<file path="config.mk">
export PLATFORM = sky130hd
export DESIGN_NAME = sig_scan_ctrl_flat
export DESIGN_NICKNAME = d
export VERILOG_FILES = /design/src/rtl/sig_pkg.sv /design/src/rtl/sig_scan_ctrl_if.sv /design/src/rtl/sig_pair_outreg.sv /design/src/rtl/sig_scan_ctrl.sv /design/src/flat_wrapper.sv
export SDC_FILE = /design/constraint.sdc
export NUM_CORES = 1
export LEC_CHECK = 0
export ABC_AREA = 1
export CORE_AREA = 2 2 173 175
export DETAILED_ROUTE_END_ITERATION = 8
export DIE_AREA = 0 0 175 177
export SYNTH_ARGS = -nofsm -noshare
export SYNTH_HDL_FRONTEND = slang
export SYNTH_HIERARCHICAL = 1
export SYNTH_SLANG_ARGS = --single-unit
</file>
<file path="constraint.sdc">
create_clock -name clk -period 4.88 [get_ports clk]
set_input_delay 1.22 -clock clk [delete_from_list [all_inputs] [get_ports clk]]
set_output_delay 1.22 -clock clk [all_outputs]
set_load 0.05 [all_outputs]
</file>
<file path="src/rtl/sig_pkg.sv">
// rtl/sig_pkg.sv - shared types and constants for the scan sequencer
package sig_pkg;

  localparam int TIME_W    = 32;
  localparam int SCAN_ID_W = 8;

  localparam logic DIR_LTR = 1'b0;
  localparam logic DIR_RTL = 1'b1;

  typedef enum logic [1:0] {
    ST_IDLE,
    ST_ARM,
    ST_WAIT_PAIR,
    ST_DONE
  } state_e;

endpackage

</file>
<file path="src/rtl/sig_scan_ctrl_if.sv">
// rtl/sig_scan_ctrl_if.sv - extractor, pair output and status bundle of the scan sequencer
interface sig_scan_ctrl_if;

  logic                          enable;
  logic                          dir_cfg;
  logic                          sync_pulse;
  logic [sig_pkg::TIME_W-1:0]    sync_time;
  logic                          pair_valid;
  logic [sig_pkg::TIME_W-1:0]    left_time;
  logic [sig_pkg::TIME_W-1:0]    right_time;
  logic                          dir;
  logic [sig_pkg::TIME_W-1:0]    window_start;
  logic                          extract_rst_n;
  logic                          out_valid;
  logic                          out_ready;
  logic [sig_pkg::TIME_W-1:0]    out_left;
  logic [sig_pkg::TIME_W-1:0]    out_right;
  logic                          out_dir;
  logic [sig_pkg::SCAN_ID_W-1:0] out_scan_id;
  logic                          scan_done;
  logic [3:0]                    scan_pairs;
  logic                          scan_timeout;
  logic [15:0]                   drop_count;
  logic                          busy;

  modport slave (
    input  enable, dir_cfg, sync_pulse, sync_time, pair_valid, left_time, right_time, out_ready,
    output dir, window_start, extract_rst_n, out_valid, out_left, out_right, out_dir,
           out_scan_id, scan_done, scan_pairs, scan_timeout, drop_count, busy
  );

  modport master (
    output enable, dir_cfg, sync_pulse, sync_time, pair_valid, left_time, right_time, out_ready,
    input  dir, window_start, extract_rst_n, out_valid, out_left, out_right, out_dir,
           out_scan_id, scan_done, scan_pairs, scan_timeout, drop_count, busy
  );

endinterface

</file>
<file path="src/rtl/sig_pair_outreg.sv">
// rtl/sig_pair_outreg.sv - one-entry valid/ready pair register with saturating drop counter
module sig_pair_outreg
  import sig_pkg::*;
(
  input  logic                 clk,
  input  logic                 reset,
  input  logic                 cap_valid,
  input  logic [TIME_W-1:0]    cap_left,
  input  logic [TIME_W-1:0]    cap_right,
  input  logic                 cap_dir,
  input  logic [SCAN_ID_W-1:0] cap_scan_id,
  input  logic                 out_ready,
  output logic                 out_valid,
  output logic [TIME_W-1:0]    out_left,
  output logic [TIME_W-1:0]    out_right,
  output logic                 out_dir,
  output logic [SCAN_ID_W-1:0] out_scan_id,
  output logic [15:0]          drop_count
);

  logic                 valid_q, valid_d;
  logic [TIME_W-1:0]    left_q, left_d;
  logic [TIME_W-1:0]    right_q, right_d;
  logic                 dir_q, dir_d;
  logic [SCAN_ID_W-1:0] id_q, id_d;
  logic [15:0]          drop_q, drop_d;

  always_comb begin
    valid_d = valid_q;
    left_d  = left_q;
    right_d = right_q;
    dir_d   = dir_q;
    id_d    = id_q;
    drop_d  = drop_q;
    // a draining entry frees the slot in the same cycle
    if (cap_valid && (!valid_q || out_ready)) begin
      valid_d = 1'b1;
      left_d  = cap_left;
      right_d = cap_right;
      dir_d   = cap_dir;
      id_d    = cap_scan_id;
    end else if (out_ready) begin
      valid_d = 1'b0;
    end
    if (cap_valid && valid_q && !out_ready && (drop_q != 16'hFFFF)) begin
      drop_d = drop_q + 16'd1;
    end
  end

  always_ff @(posedge clk or posedge reset) begin
    if (reset) begin
      valid_q <= 1'b0;
      left_q  <= '0;
      right_q <= '0;
      dir_q   <= 1'b0;
      id_q    <= '0;
      drop_q  <= '0;
    end else begin
      valid_q <= valid_d;
      left_q  <= left_d;
      right_q <= right_d;
      dir_q   <= dir_d;
      id_q    <= id_d;
      drop_q  <= drop_d;
    end
  end

  assign out_valid   = valid_q;
  assign out_left    = left_q;
  assign out_right   = right_q;
  assign out_dir     = dir_q;
  assign out_scan_id = id_q;
  assign drop_count  = drop_q;

endmodule

</file>
<file path="src/rtl/sig_scan_ctrl.sv">
// rtl/sig_scan_ctrl.sv - scan sequencer: arms the extractor per sync event and collects sample pairs
module sig_scan_ctrl
  import sig_pkg::*;
#(
  parameter int unsigned       PAIRS_PER_SCAN = 2,
  parameter int unsigned       TIMEOUT_CYC    = 50000,
  parameter logic [TIME_W-1:0] GUARD_TIME     = '0,
  parameter bit                ALTERNATE      = 1'b1
) (
  input logic           clk,
  input logic           reset,
  sig_scan_ctrl_if.slave bus
);

  state_e               state_q, state_d;
  logic                 dir_q, dir_d;
  logic [TIME_W-1:0]    window_q, window_d;
  logic                 ext_rst_n_q, ext_rst_n_d;
  logic [3:0]           cnt_q, cnt_d;
  logic [TIME_W-1:0]    timer_q, timer_d;
  logic                 pending_q, pending_d;
  logic [TIME_W-1:0]    pend_time_q, pend_time_d;
  logic [SCAN_ID_W-1:0] scan_id_q, scan_id_d;
  logic                 scan_done_q, scan_done_d;
  logic [3:0]           scan_pairs_q, scan_pairs_d;
  logic                 scan_timeout_q, scan_timeout_d;

  logic       start, abort, accept, full, expired;
  logic [3:0] cnt_inc;

  assign start   = bus.enable && (bus.sync_pulse || pending_q);
  assign abort   = !bus.enable && ((state_q == ST_ARM) || (state_q == ST_WAIT_PAIR));
  assign accept  = (state_q == ST_WAIT_PAIR) && bus.enable && bus.pair_valid;
  assign cnt_inc = cnt_q + {3'b000, accept};
  assign full    = (cnt_inc == 4'(PAIRS_PER_SCAN));
  assign expired = (timer_q == TIME_W'(TIMEOUT_CYC - 1));

  always_ff @(posedge clk or posedge reset) begin
    if (reset) state_q <= ST_IDLE;
    else       state_q <= state_d;
  end

  always_comb begin
    state_d = state_q;
    case (state_q)
      ST_IDLE:      if (start) state_d = ST_ARM;
      ST_ARM:       state_d = abort ? ST_IDLE : ST_WAIT_PAIR;
      ST_WAIT_PAIR: begin
        if (abort)                                  state_d = ST_IDLE;
        else if (full || bus.sync_pulse || expired) state_d = ST_DONE;
      end
      ST_DONE:      state_d = ST_IDLE;
      default:      state_d = ST_IDLE;
    endcase
  end

  always_comb begin
    dir_d          = dir_q;
    window_d       = window_q;
    ext_rst_n_d    = 1'b1;
    cnt_d          = cnt_q;
    timer_d        = timer_q;
    pending_d      = pending_q;
    pend_time_d    = pend_time_q;
    scan_id_d      = scan_id_q;
    scan_done_d    = 1'b0;
    scan_pairs_d   = scan_pairs_q;
    scan_timeout_d = scan_timeout_q;
    case (state_q)
      ST_IDLE: begin
        if (start) begin
          // a fresh pulse takes precedence over a latched one
          window_d    = (bus.sync_pulse ? bus.sync_time : pend_time_q) + GUARD_TIME;
          dir_d       = ALTERNATE ? ~dir_q : bus.dir_cfg;
          cnt_d       = '0;
          pending_d   = 1'b0;
          ext_rst_n_d = 1'b0;
        end
      end
      ST_ARM: begin
        timer_d = '0;
        if (abort) begin
          pending_d   = 1'b0;
          ext_rst_n_d = 1'b0;
        end
      end
      ST_WAIT_PAIR: begin
        if (abort) begin
          pending_d   = 1'b0;
          ext_rst_n_d = 1'b0;
        end else begin
          timer_d = timer_q + 1'b1;
          cnt_d   = cnt_inc;
          if (bus.sync_pulse) begin
            pending_d   = 1'b1;
            pend_time_d = bus.sync_time;
          end
          if (state_d == ST_DONE) begin
            scan_done_d    = 1'b1;
            scan_pairs_d   = cnt_inc;
            scan_timeout_d = expired && !full && !bus.sync_pulse;
          end
        end
      end
      ST_DONE: begin
        scan_id_d = scan_id_q + 1'b1;
        if (bus.sync_pulse) begin
          pending_d   = 1'b1;
          pend_time_d = bus.sync_time;
        end
      end
      default: ;
    endcase
  end

  always_ff @(posedge clk or posedge reset) begin
    if (reset) begin
      dir_q          <= DIR_LTR;
      window_q       <= '0;
      ext_rst_n_q    <= 1'b1;
      cnt_q          <= '0;
      timer_q        <= '0;
      pending_q      <= 1'b0;
      pend_time_q    <= '0;
      scan_id_q      <= '0;
      scan_done_q    <= 1'b0;
      scan_pairs_q   <= '0;
      scan_timeout_q <= 1'b0;
    end else begin
      dir_q          <= dir_d;
      window_q       <= window_d;
      ext_rst_n_q    <= ext_rst_n_d;
      cnt_q          <= cnt_d;
      timer_q        <= timer_d;
      pending_q      <= pending_d;
      pend_time_q    <= pend_time_d;
      scan_id_q      <= scan_id_d;
      scan_done_q    <= scan_done_d;
      scan_pairs_q   <= scan_pairs_d;
      scan_timeout_q <= scan_timeout_d;
    end
  end

  sig_pair_outreg u_outreg (
    .clk         (clk),
    .reset       (reset),
    .cap_valid   (accept),
    .cap_left    (bus.left_time),
    .cap_right   (bus.right_time),
    .cap_dir     (dir_q),
    .cap_scan_id (scan_id_q),
    .out_ready   (bus.out_ready),
    .out_valid   (bus.out_valid),
    .out_left    (bus.out_left),
    .out_right   (bus.out_right),
    .out_dir     (bus.out_dir),
    .out_scan_id (bus.out_scan_id),
    .drop_count  (bus.drop_count)
  );

  assign bus.dir           = dir_q;
  assign bus.window_start  = window_q;
  assign bus.extract_rst_n = ext_rst_n_q;
  assign bus.scan_done     = scan_done_q;
  assign bus.scan_pairs    = scan_pairs_q;
  assign bus.scan_timeout  = scan_timeout_q;
  assign bus.busy          = (state_q != ST_IDLE);

endmodule

</file>
<file path="src/flat_wrapper.sv">
// flat-port wrapper written by rule: the top's interface ports become plain ports
module sig_scan_ctrl_flat import sig_pkg::*;
#(
  parameter int unsigned       PAIRS_PER_SCAN = 2,
  parameter int unsigned       TIMEOUT_CYC    = 50000,
  parameter logic [TIME_W-1:0] GUARD_TIME     = '0,
  parameter bit                ALTERNATE      = 1'b1
)
  (clk, reset, bus_enable, bus_dir_cfg, bus_sync_pulse, bus_sync_time, bus_pair_valid, bus_left_time, bus_right_time, bus_out_ready, bus_dir, bus_window_start, bus_extract_rst_n, bus_out_valid, bus_out_left, bus_out_right, bus_out_dir, bus_out_scan_id, bus_scan_done, bus_scan_pairs, bus_scan_timeout, bus_drop_count, bus_busy);
  sig_scan_ctrl_if bus_i ();
  input logic clk;
  input logic reset;
  input wire logic [$bits(bus_i.enable)-1:0] bus_enable;
  input wire logic [$bits(bus_i.dir_cfg)-1:0] bus_dir_cfg;
  input wire logic [$bits(bus_i.sync_pulse)-1:0] bus_sync_pulse;
  input wire logic [$bits(bus_i.sync_time)-1:0] bus_sync_time;
  input wire logic [$bits(bus_i.pair_valid)-1:0] bus_pair_valid;
  input wire logic [$bits(bus_i.left_time)-1:0] bus_left_time;
  input wire logic [$bits(bus_i.right_time)-1:0] bus_right_time;
  input wire logic [$bits(bus_i.out_ready)-1:0] bus_out_ready;
  output wire logic [$bits(bus_i.dir)-1:0] bus_dir;
  output wire logic [$bits(bus_i.window_start)-1:0] bus_window_start;
  output wire logic [$bits(bus_i.extract_rst_n)-1:0] bus_extract_rst_n;
  output wire logic [$bits(bus_i.out_valid)-1:0] bus_out_valid;
  output wire logic [$bits(bus_i.out_left)-1:0] bus_out_left;
  output wire logic [$bits(bus_i.out_right)-1:0] bus_out_right;
  output wire logic [$bits(bus_i.out_dir)-1:0] bus_out_dir;
  output wire logic [$bits(bus_i.out_scan_id)-1:0] bus_out_scan_id;
  output wire logic [$bits(bus_i.scan_done)-1:0] bus_scan_done;
  output wire logic [$bits(bus_i.scan_pairs)-1:0] bus_scan_pairs;
  output wire logic [$bits(bus_i.scan_timeout)-1:0] bus_scan_timeout;
  output wire logic [$bits(bus_i.drop_count)-1:0] bus_drop_count;
  output wire logic [$bits(bus_i.busy)-1:0] bus_busy;
  assign bus_i.enable = bus_enable;
  assign bus_i.dir_cfg = bus_dir_cfg;
  assign bus_i.sync_pulse = bus_sync_pulse;
  assign bus_i.sync_time = bus_sync_time;
  assign bus_i.pair_valid = bus_pair_valid;
  assign bus_i.left_time = bus_left_time;
  assign bus_i.right_time = bus_right_time;
  assign bus_i.out_ready = bus_out_ready;
  assign bus_dir = bus_i.dir;
  assign bus_window_start = bus_i.window_start;
  assign bus_extract_rst_n = bus_i.extract_rst_n;
  assign bus_out_valid = bus_i.out_valid;
  assign bus_out_left = bus_i.out_left;
  assign bus_out_right = bus_i.out_right;
  assign bus_out_dir = bus_i.out_dir;
  assign bus_out_scan_id = bus_i.out_scan_id;
  assign bus_scan_done = bus_i.scan_done;
  assign bus_scan_pairs = bus_i.scan_pairs;
  assign bus_scan_timeout = bus_i.scan_timeout;
  assign bus_drop_count = bus_i.drop_count;
  assign bus_busy = bus_i.busy;
  sig_scan_ctrl #(.PAIRS_PER_SCAN(PAIRS_PER_SCAN), .TIMEOUT_CYC(TIMEOUT_CYC), .GUARD_TIME(GUARD_TIME), .ALTERNATE(ALTERNATE)) u_core (.clk(clk), .reset(reset), .bus(bus_i));
endmodule
</file>
==> results of run 1 <==
cells by family after synthesis:
kind of cell / Yosys count / share of synthesized area [%]
xor+xnor: 11 / 0.953
flops: 209 / 51.8
buf+inv: 153 / 6.38
fa+ha+maj: 10 / 1.24
compound gates: 112 / 6.03
simple gates: 542 / 23.3
mux: 73 / 10.3
layout by cell type, fill, tap and decap left out, drive strengths merged:
| master | n |
|---|---|
| nand2 | 360 |
| clkdlybuf4s50 | 231 |
| dfrtp | 208 |
| inv | 120 |
| o21ai | 95 |
| nor2 | 85 |
| mux2 | 73 |
| nand3 | 50 |
| clkbuf | 40 |
| nand4 | 22 |
| nor3 | 14 |
| ha | 10 |
| a21oi | 8 |
| buf | 8 |
| xor2 | 7 |
| nand3b | 5 |
| xnor2 | 4 |
| o31ai | 3 |
| clkinvlp | 2 |
| nor4 | 2 |
| o22ai | 2 |
| and3 | 2 |
| bufinv | 1 |
| and2 | 1 |
| a22oi | 1 |
| a31oi | 1 |
| o21a | 1 |
| or2 | 1 |
| a21o | 1 |
| dfstp | 1 |
power breakdown:
part / internal, W / leakage, nW / switching (W)
Combinational: 0.00134 / 3.37 / 0.00241
Sequential: 0.00230 / 2.70 / 0.000304
Clock: 0.00110 / 0.382 / 0.000697
Total: 0.00474 / 6.45 / 0.00341
per-stage QoR:
stage	power (W)	hold slack, ps	cells	instance area (um2)
3_5_place_dp	0.00640	458	1706	12800
4_1_cts	0.00825	472	1749	13600
2_1_floorplan	0.00514	459	1110	10100
5_1_grt	0.00858	493	1749	13600
6_report	0.00815	470	1749	13600
3_3_place_gp	0.00636	456	1706	12800
path summary, 6_finish.rpt:
check | endpoint | slack [ps] | depth (start not counted)
min in group asynchronous | u_core/bus.window_start[6]$_DFFE_PP0P_ | 1180 | 2
setup reg to reg | u_core/bus.scan_pairs[3]$_DFFE_PP0P_ | 1420 | 17
setup / recovery | u_core/bus.scan_pairs[3]$_DFFE_PP0P_ | 1420 | 17
hold reg to reg | u_core/bus.window_start[8]$_DFFE_PP0P_ | 470 | 2
hold / removal | u_core/bus.window_start[8]$_DFFE_PP0P_ | 470 | 2
max in group asynchronous | u_core/u_outreg/out_right[22]$_DFFE_PP0P_ | 2700 | 3
synthesized netlist by cell type, types with 2 or more instances:
cell        n  area (um2)
and3_1      2        12.5
nor2_1     73         274
nand2_1   348        1310
nor3_1     10        50.1
o21ai_0    79         395
xnor2_1     4        35.0
nand4_1    22         138
buf_6       7        78.8
o21ai_2     5        43.8
a21oi_1     8        40.0
mux2_2     14         158
ha_1       10         125
clkbuf_1   13        48.8
nand3b_1    5        37.5
inv_2      10        37.5
nand2_2    10        62.6
nand2_4     2        22.5
o21ai_1    10        50.1
nor3_4      4        65.1
nor4_2      2        25.0
o31ai_1     3        22.5
inv_1     110         413
o22ai_1     2        12.5
nor2_4      4        45.0
nand3_1    49         245
dfrtp_1   208        5200
xor2_1      7        61.3
buf_2      11        55.1
nor2_2      8        50.1
mux2_4     59         886
sequential cells by signal (all words and copies together) (netlist names):
name / cells
u_core/pend_time_q: 32
u_core/cnt_q: 4
u_core/state_q: 2
u_core/bus.scan_done: 1
u_core/bus.window_start: 32
u_core/u_outreg/out_left: 32
u_core/u_outreg/drop_count: 16
u_core/timer_q: 32
u_core/pending_q: 1
u_core/u_outreg/out_right: 32
u_core/bus.dir: 1
u_core/bus.scan_timeout: 1
u_core/bus.extract_rst_n: 1
u_core/bus.scan_pairs: 4
u_core/u_outreg/out_scan_id: 8
u_core/scan_id_q: 8
u_core/u_outreg/out_valid: 1
u_core/u_outreg/out_dir: 1
worst max-delay path: cells and delay by family, from the launching register on:
family	cells	cell delay (ps)
AND/OR/NAND/NOR	11	1510
buffers and inverters	2	190
flip-flops	1	410
adder cells (fa/ha/maj)	3	1120
AO/OA/AOI/OAI	1	110
routing by layer:
| layer | routed length (um) | up-vias | global-route usage [%] |
|---|---|---|---|
| met3 | 1710 | 29 | 3.39 |
| met2 | 12200 | 252 | 28.1 |
| met1 | 11600 | 3900 | 22.0 |
| met5 | 0 | - | 0 |
| li1 | - | 4028 | - |
| met4 | 372 | 0 | 3.78 |
layout make-up:
class	instances	area share, %
multi-input combinational	748	31.2
inverter	120	3.35
sequential	209	38.4
tap	390	3.58
clock inverter	3	0.331
clock buffer	40	5.52
timing repair buffer	239	17.6
==> impl_results.md, run 1 <==
- # diodes: 0
- Clock slew at reported path FFs: 60 ps
- Die Width: 175 um
- Yosys cell types: 41
- # setup viols final: 0
- Final wirelength: 25900 um
- Startpoint types: flip-flop
- Final WS setup: 1420 ps
- Dpl hpwl: 18300 um
- Num CTS Buffers: 25
- TNS Setup: 0 ps
- Resize count post-CTS: 0
- Root Buffer: clkbuf_16
- Storage cell area: 5230 um2
- Number of enable flip-flop cells after synthesis: 0
- RSZ-0062 raised after global routing: no
- Final ANT Viol Nets: 0
- Clock sink total: 209
- Share of layout cells above drive strength 1: 12.3%
- Number of global-route vias before repair: 7933
- Die area: 31000 um2
- CP required: 5270 ps
- HP Class: reg2reg
- Mean Syn Cell Area: 9.10 um2
- LEAKAGE: 6.45 nW
- Post-place setup slack: 853 ps
- Hold Crit Start: u_core/bus.window_start[8]$_DFFE_PP0P_
- Latest clock arrival within the worst-skew pair: 510 ps
- Tmin final: 3460 ps
- Pwr dens: 599 nW/um2
- Number of DRC markers in iteration 0: 397
- Ys async rst share: 100%
- WL/cell: 14.8 um
- Slowest stage delay, CP: 640 ps
- VDD IR max: 0.423 mV
- Via count: 8209
- Global Route Usage Sum: 16.6%
- Drt pass-1 iters: 5
- Die H: 177 um
- Status: finished, final reports clean
- Largest net degree at the start of global routing: 83
- I/O pin count: 234
- Max-cap violations: 0
- Worst EP arrival: 3850 ps
- DR vias/cell: 4.69
- Footprint of the multi-input gates: 4250 um2
- Post-CTS setup buffer count: 0
- Initial Util: 34.6%
- Nets: 1456
- Slowest-stage cell, CP: ha_1
- Crit-path cells: inv_1 -> ha_1 -> nand2_1 -> nor2_1 -> ha_1 -> ha_1 -> inv_1 -> nor2_1 -> nand3_1 -> nor2_1 -> nor2_1 -> nand2_1 -> nand2_2 -> o21ai_4 -> nand2_2 -> nand2_1 -> nand2_1
- Port Buf Inserts: 232
- Final Hold Fails: 0
- Max Clk Rate: 289 MHz
- Antenna violations before repair: 0
- Yosys warns: 6
- Ys flop type: dfrtp_1
- Register area share after synthesis: 51.8%
- Gr ovfl total: 0
- Final Wtd Congestion: 0.833
- Yosys reg bits: 209
- Clock Skew: 7.89 ps
- Max Root-Sink Buffers: 3
- CTS tree: done
- Core ar.: 29200 um2
- Area Growth Syn to Fin: 34.7%
- Syn Nets: 1223
- Final slew viol count: 0
- Synthesized cell area: 10100 um2
- Crit path capture type: flip-flop
- CP max FO: 16
- DRC: 0
- Worst-margin pin slew: 974 ps
- FF-to-FF Start: u_core/state_q[0]$_DFF_PP0_
- Fill cell count: 2805
- Num rows: 63
- First-pass GRT wire length: 42200 um
- Crit path kind: reg2reg
- Period utilization: 71.0%
- Hold-fix buffers at CTS: 0
- Worst slew margin: 35.1%
- Synth Instances: 1110
- CP startpoint: u_core/state_q[0]$_DFF_PP0_
- H-tree Lvls: 1
- Post-layout util: 46.5%
(Power assumes the default switching activity.)
==> inputs of run 2 (changes only) <==
==> constraint.sdc (replaced) <==
create_clock -name clk -period 3.2 [get_ports clk]
set_input_delay 0.8 -clock clk [delete_from_list [all_inputs] [get_ports clk]]
set_output_delay 0.8 -clock clk [all_outputs]
set_load 0.05 [all_outputs]
==> run 2 against run 1 <==
Effect of this change:
- clock power rose by 50%
- critical endpoint is now bus_busy
- register-to-register slack got worse by 680 ps
- core utilization rose by 0.59 points
- setup slack got worse by 1200 ps
- first-iteration DRC count rose by 13%
- cell area rose by 1.3%
- die area did not move
- highest routed layer unchanged
- global-route usage rose by 0.62 points
- non-clock buffer count rose by 13
- count of clock-buffer cells in the layout fell by 6
- sequential cell count did not move
==> impl_results.md, run 2 (synthesized netlist as in run 1, its figures left out) <==
- Status: finished, final reports clean
- Most frequent cells in the layout: nand2_1, clkdlybuf4s50_1, dfrtp_1, inv_1, o21ai_0
- Met2 usage: 29.3% (+1.2 points)
- Max-cap violations: 0 (unchanged)
- Share of layout cells above drive strength 1: 13.6% (+1.3 points)
- WL/cell: 15.0 um (+1.3%)
- Initial Util: 34.6% (unchanged)
- Largest net degree at the start of global routing: 76 (-8.4%)
- VDD IR max: 0.485 mV (+15%)
- Die Width: 175 um (unchanged)
- HP Class: reg2reg
- CP required: 2400 ps (-2870 ps)
- Slowest stage delay, CP: 830 ps (+190 ps)
- DP Area: 13000 um2 (+1.5%)
- Number of DRC markers in iteration 0: 450 (+13%)
- Crit-path cells: inv_1 -> ha_1 -> inv_1 -> clkdlybuf4s50_1
- Area Growth Syn to Fin: 36.4%
- Via count: 8195 (-0.17%)
- Final ANT Viol Nets: 0 (unchanged)
- LEAKAGE: 6.55 nW (+1.6%)
- Buf/Inv on CP: 3 (+1)
- Slowest-stage cell, CP: clkdlybuf4s50_1
- Fill cell count: 2776 (-1.0%)
- DR vias/cell: 4.65 (-0.91%)
- Clock sink total: 209 (unchanged)
- Core ar.: 29200 um2 (unchanged)
- Pwr dens: 906 nW/um2 (+51%)
- Antenna violations before repair: 0 (unchanged)
- Die area: 31000 um2 (unchanged)
- Port Buf Inserts: 232 (unchanged)
- Post-Layout Inst Area: 13800 um2 (+1.3%)
- Dpl hpwl: 19400 um (+5.9%)
- Cell family with most CP delay: buffers and inverters
- Worst-margin pin slew: 674 ps (-299 ps)
- Final WS setup: 189 ps (-1230 ps)
- CP startpoint: u_core/state_q[0]$_DFF_PP0_
- Post-CTS setup buffer count: 0 (unchanged)
- Post-layout util: 47.1% (+0.59 points)
- DRC: 0 (unchanged)
- Clock Skew: 20.6 ps (+12.7 ps)
- Global Route Usage Sum: 17.3% (+0.62 points)
- Most common cell after layout, fill and taps aside: nand2_1
- # diodes: 0 (unchanged)
- Gr ovfl total: 0 (unchanged)
- # setup viols final: 0 (unchanged)
- First-pass GRT wire length: 43400 um (+3.0%)
- Tmin final: 3010 ps
- Worst slew margin: 55.0% (+20 points)
- CP max FO: 4 (-12)
- Worst EP arrival: 2210 ps (-1640 ps)
- Period utilization: 94.1%
- Crit path kind: reg2out
- Final Hold Fails: 0 (unchanged)
- FF-to-FF Start: u_core/state_q[0]$_DFF_PP0_
- Hold Crit Start: u_core/bus.window_start[14]$_DFFE_PP0P_
- H-tree Lvls: 1 (unchanged)
- Hold-fix buffers at CTS: 0 (unchanged)
- RSZ-0062 raised after global routing: no
- Final wirelength: 26400 um (+2.1%)
- Max Clk Rate: 332 MHz
- Post-place setup slack: 134 ps (-719 ps)
- GR Util met1: 22.4% (+0.35 points)
- Max Root-Sink Buffers: 3 (unchanged)
- I/O pin count: 234 (unchanged)
- Number of global-route vias before repair: 8278 (+4.3%)
- Top cell by count, worst path: inv_1
- Drt pass-1 iters: 5 (unchanged)
- Root Buffer: clkbuf_16
- Nets: 1469 (+0.89%)
- CTS tree: done
- Resize count post-CTS: 0 (unchanged)
- TNS Setup: 0 ps (unchanged)
- GR peak layer: met2
- Latest clock arrival within the worst-skew pair: 530 ps (+20 ps)
- Final slew viol count: 0 (unchanged)
- M3 GR Usage: 3.52% (+0.13 points)
- Die H: 177 um (unchanged)
- Crit path capture type: output port
- Startpoint types: flip-flop
- Final Wtd Congestion: 0.844 (+1.2%)
- Num CTS Buffers: 25 (unchanged)
- Clock slew at reported path FFs: 50 ps (about the same)
- Num rows: 63 (unchanged)
-- run 2: power by group --
part / switching, W / internal (W)
registers: 0.000462 / 0.00351
logic: 0.00372 / 0.00211
clock network: 0.00110 / 0.00159
total: 0.00528 / 0.00721
-- run 2: layer usage --
metal	vias up	part of all wire, %	wire (um)
met5	-	0	0
met4	0	2.6	689
met3	43	6.9	1830
met2	260	46	12300
met1	3846	44	11600
li1	4046	-	-
-- run 2: cell type report --
class / instances / area [um2] / area share, %
Timing Repair Buffer: 252 / 2580 / 18.7
Clock buffer: 34 / 729 / 5.29
Clock inverter: 9 / 55.1 / 0.399
Inverter: 120 / 457 / 3.31
Tap cell: 390 / 488 / 3.54
Multi-Input combinational cell: 748 / 4250 / 30.8
Sequential cell: 209 / 5230 / 37.9
-- run 2: worst paths after layout --
path                                                                   to  cells past startpoint  slack [ps]
min in group asynchronous       u_core/u_outreg/drop_count[0]$_DFFE_PP0P_                      2         630
worst max-delay path                                             bus_busy                      4         190
worst min-delay path              u_core/bus.window_start[14]$_DFFE_PP0P_                      2         470
max in group asynchronous            u_core/bus.scan_pairs[3]$_DFFE_PP0P_                      3        1780
worst max register to register        u_core/bus.scan_timeout$_DFFE_PP0P_                     17         740
worst min register to register    u_core/bus.window_start[14]$_DFFE_PP0P_                      2         470
-- run 2: tightest hold or removal path: cells and delay by family (launching register included) --
kind / cells / cell delay [ps]
simple gates: 2 / 100
flops: 1 / 340
-- run 2: through the flow --
step	hold slack [ps]	instances	total power, W
after floorplan	459	1110	0.00783
after global placement	458	1719	0.00980
after detailed placement	462	1719	0.00989
after CTS	476	1762	0.0127
after global routing	498	1762	0.0132
final	470	1762	0.0125
==> inputs of run 3 (changes only) <==
--- a/config.mk
+++ b/config.mk
@@ -6,9 +6,10 @@
 export NUM_CORES = 1
 export LEC_CHECK = 0
 export ABC_AREA = 1
-export CORE_AREA = 2 2 173 175
+export CORE_AREA = 2 2 144 146
 export DETAILED_ROUTE_END_ITERATION = 8
-export DIE_AREA = 0 0 175 177
+export DIE_AREA = 0 0 146 148
+export PLACE_DENSITY = 0.81
 export SYNTH_ARGS = -nofsm -noshare
 export SYNTH_HDL_FRONTEND = slang
 export SYNTH_HIERARCHICAL = 1
==> run 3 against run 2 <==
Effect of this change:
- via count up 3.6%
- clock skew down 12 ps
- cell count down 7.1%
- cell area down 1.6%
- worst hold slack worse by 2.9 ps
- highest routed layer unchanged
- register-to-register slack worse by 100 ps
- global-route usage up 7.9 points
==> impl_results.md, run 3 (synthesized netlist as in run 1, its figures left out) <==
- Status: finished, final reports clean
- Pwr dens: 921 nW/um2 (+1.7%)
- DP Area: 12800 um2 (-1.5%)
- FF-to-FF path depth: 12 (-5)
- Clock sink total: 209 (unchanged)
- Max Clk Rate: 335 MHz (+0.84%)
- DRC: 0 (unchanged)
- Num rows: 52 (-17%)
- LEAKAGE: 6.50 nW (-0.75%)
- Num CTS Buffers: 24 (-4.0%)
- Crit path depth: 4 (unchanged)
- CP required: 2400 ps (about the same)
- Top cell by count, worst path: inv_1
- Hold path cells: 2 (unchanged)
- Die Width: 146 um (-17%)
- Resize count post-CTS: 0 (unchanged)
- CP max FO: 4 (unchanged)
- WL/cell: 16.8 um (+12%)
- Buf/Inv on CP: 3 (unchanged)
- Core ar.: 20000 um2 (-31%)
- Fill cell count: 1548 (-44%)
- Die area: 21600 um2 (-30%)
- Port Buf Inserts: 232 (unchanged)
- Worst slew margin: 50.7% (-4.2 points)
- Max Root-Sink Buffers: 3 (unchanged)
- VDD IR max: 0.554 mV (+14%)
- Slowest stage delay, CP: 830 ps (about the same)
- H-tree Lvls: 1 (unchanged)
- Via count: 8489 (+3.6%)
- Post-CTS setup buffer count: 0 (unchanged)
- Final ANT Viol Nets: 0 (unchanged)
- Tot Pwr: 0.0125 W (about the same)
- Hold Path End: u_core/bus.window_start[17]$_DFFE_PP0P_
- HP Class: reg2reg
- Period utilization: 93.3% (-0.79 points)
- Most frequent cells in the layout: nand2_1, clkdlybuf4s50_1, dfrtp_1, inv_1, o21ai_0
- Post-Layout Inst Area: 13600 um2 (-1.6%)
- First-pass GRT wire length: 44000 um (+1.3%)
- Final wirelength: 27500 um (+4.0%)
- CTS tree: done
- Worst EP arrival: 2190 ps (-20 ps)
- Die H: 148 um (-16%)
- Crit path kind: reg2out
- Final Wtd Congestion: 0.877 (+4.0%)
- Hold-fix buffers at CTS: 0 (unchanged)
- Crit path capture type: output port
- Area Growth Syn to Fin: 34.2%
- Largest net degree at the start of global routing: 65 (-14%)
- # setup viols final: 0 (unchanged)
- Gr ovfl total: 0 (unchanged)
- Most common cell after layout, fill and taps aside: nand2_1
- Startpoint types: flip-flop
- Drt pass-1 iters: 5 (unchanged)
- RSZ-0062 raised after global routing: no
- Global Route Usage Sum: 25.2% (+7.9 points)
- Reg2reg end: u_core/timer_q[27]$_DFFE_PP0P_
- Initial Util: 50.4% (+16 points)
- Crit-path cells: inv_1 -> ha_1 -> inv_1 -> clkdlybuf4s50_1
- R2R setup slack: 640 ps (-100 ps)
- TNS Setup: 0 ps (unchanged)
- Footprint of the multi-input gates: 4250 um2 (unchanged)
- Cell family with most CP delay: buffers and inverters
- Hold Crit Start: u_core/bus.window_start[17]$_DFFE_PP0P_
- FF-to-FF Start: u_core/state_q[0]$_DFF_PP0_
- Storage cell area: 5230 um2 (unchanged)
- Clock slew at reported path FFs: 50 ps (about the same)
- I/O pin count: 234 (unchanged)
- Slowest-stage cell, CP: clkdlybuf4s50_1
- Final slew viol count: 0 (unchanged)
- Clock Skew: 8.21 ps (-12.4 ps)
- Final Hold Fails: 0 (unchanged)
- Tmin final: 2990 ps (-25.2 ps)
- Number of DRC markers in iteration 0: 548 (+22%)
- Hold_ws: 468 ps (-2.86 ps)
- Dpl hpwl: 19300 um (-0.66%)
- Latest clock arrival within the worst-skew pair: 510 ps (-20 ps)
- DR vias/cell: 5.19 (+11%)
- Number of global-route vias before repair: 8278 (unchanged)
- Max-cap violations: 0 (unchanged)
- Nets: 1463 (-0.41%)
- Cells after DPL: 1594 (-7.3%)
- Share of layout cells above drive strength 1: 12.7% (-0.88 points)
- Worst-margin pin slew: 737 ps (+63.0 ps)
- Antenna violations before repair: 2 (+2)
- Root Buffer: clkbuf_16
- Non-Filler Instances: 1637 (-7.1%)
-- run 3: changes by cell type in the layout (fill, tap and decap cells not counted), sizes merged, moves of 2 or more --
cell    before  now
clkinv       7    4
clkbuf      34   37
buf         21   16
diode        0    2
inv        120  118
-- run 3: how the worst max path moves through the flow --
stage                                 from                                        end  slack [ps]
6_report       u_core/state_q[0]$_DFF_PP0_                                   bus_busy         210
5_1_grt        u_core/state_q[0]$_DFF_PP0_                                   bus_busy         130
4_1_cts        u_core/state_q[0]$_DFF_PP0_                                   bus_busy         190
3_5_place_dp                    bus_enable       u_core/bus.scan_pairs[1]$_DFFE_PP0P_         160
3_3_place_gp                    bus_enable       u_core/bus.scan_pairs[0]$_DFFE_PP0P_         200
2_1_floorplan                        reset  u_core/u_outreg/drop_count[0]$_DFFE_PP0P_          60
-- run 3: where the power goes --
group,switching (W),internal [W]
registers,0.000496,0.00351
logic,0.00376,0.00208
clock network,0.00104,0.00160
-- run 3: layer usage --
| metal | vias to the layer above | global-route usage, % | wire length (um) |
|---|---|---|---|
| met5 | - | 0 | 0 |
| met4 | 0 | 6.80 | 550 |
| met3 | 41 | 4.54 | 1810 |
| met2 | 304 | 45.1 | 14100 |
| met1 | 4102 | 31.5 | 11100 |
| li1 | 4042 | - | - |
-- run 3: stage by stage --
step / worst slack [ps] / utilization [%]
floorplan: 64.7 / -
CTS: 195 / 67.7
detailed placement: 157 / 63.9
global placement: 204 / 63.9
finish: 214 / 67.7
global route: 132 / 67.7
-- run 3: worst register-to-register path: stages, from the launching register on --
cell and delay, ps:
dfrtp_1 390, inv_1 110, ha_1 240, buf_4 210, inv_2 120, nand2_2 240, nand2_1 410, inv_2 190
nor3_4 260, nand3_1 130, nand2_1 80, nand2_1 50, nor2_1 90
-- run 3: area by class of cell --
type                       count  share of cell area [%]
clock buffer                  37                    5.24
timing repair buffer         247                    18.7
clock inverter                 4                   0.360
antenna                        2                  0.0369
tap                          270                    2.49
sequential                   209                    38.6
multi-input combinational    748                    31.3
inverter                     120                    3.36
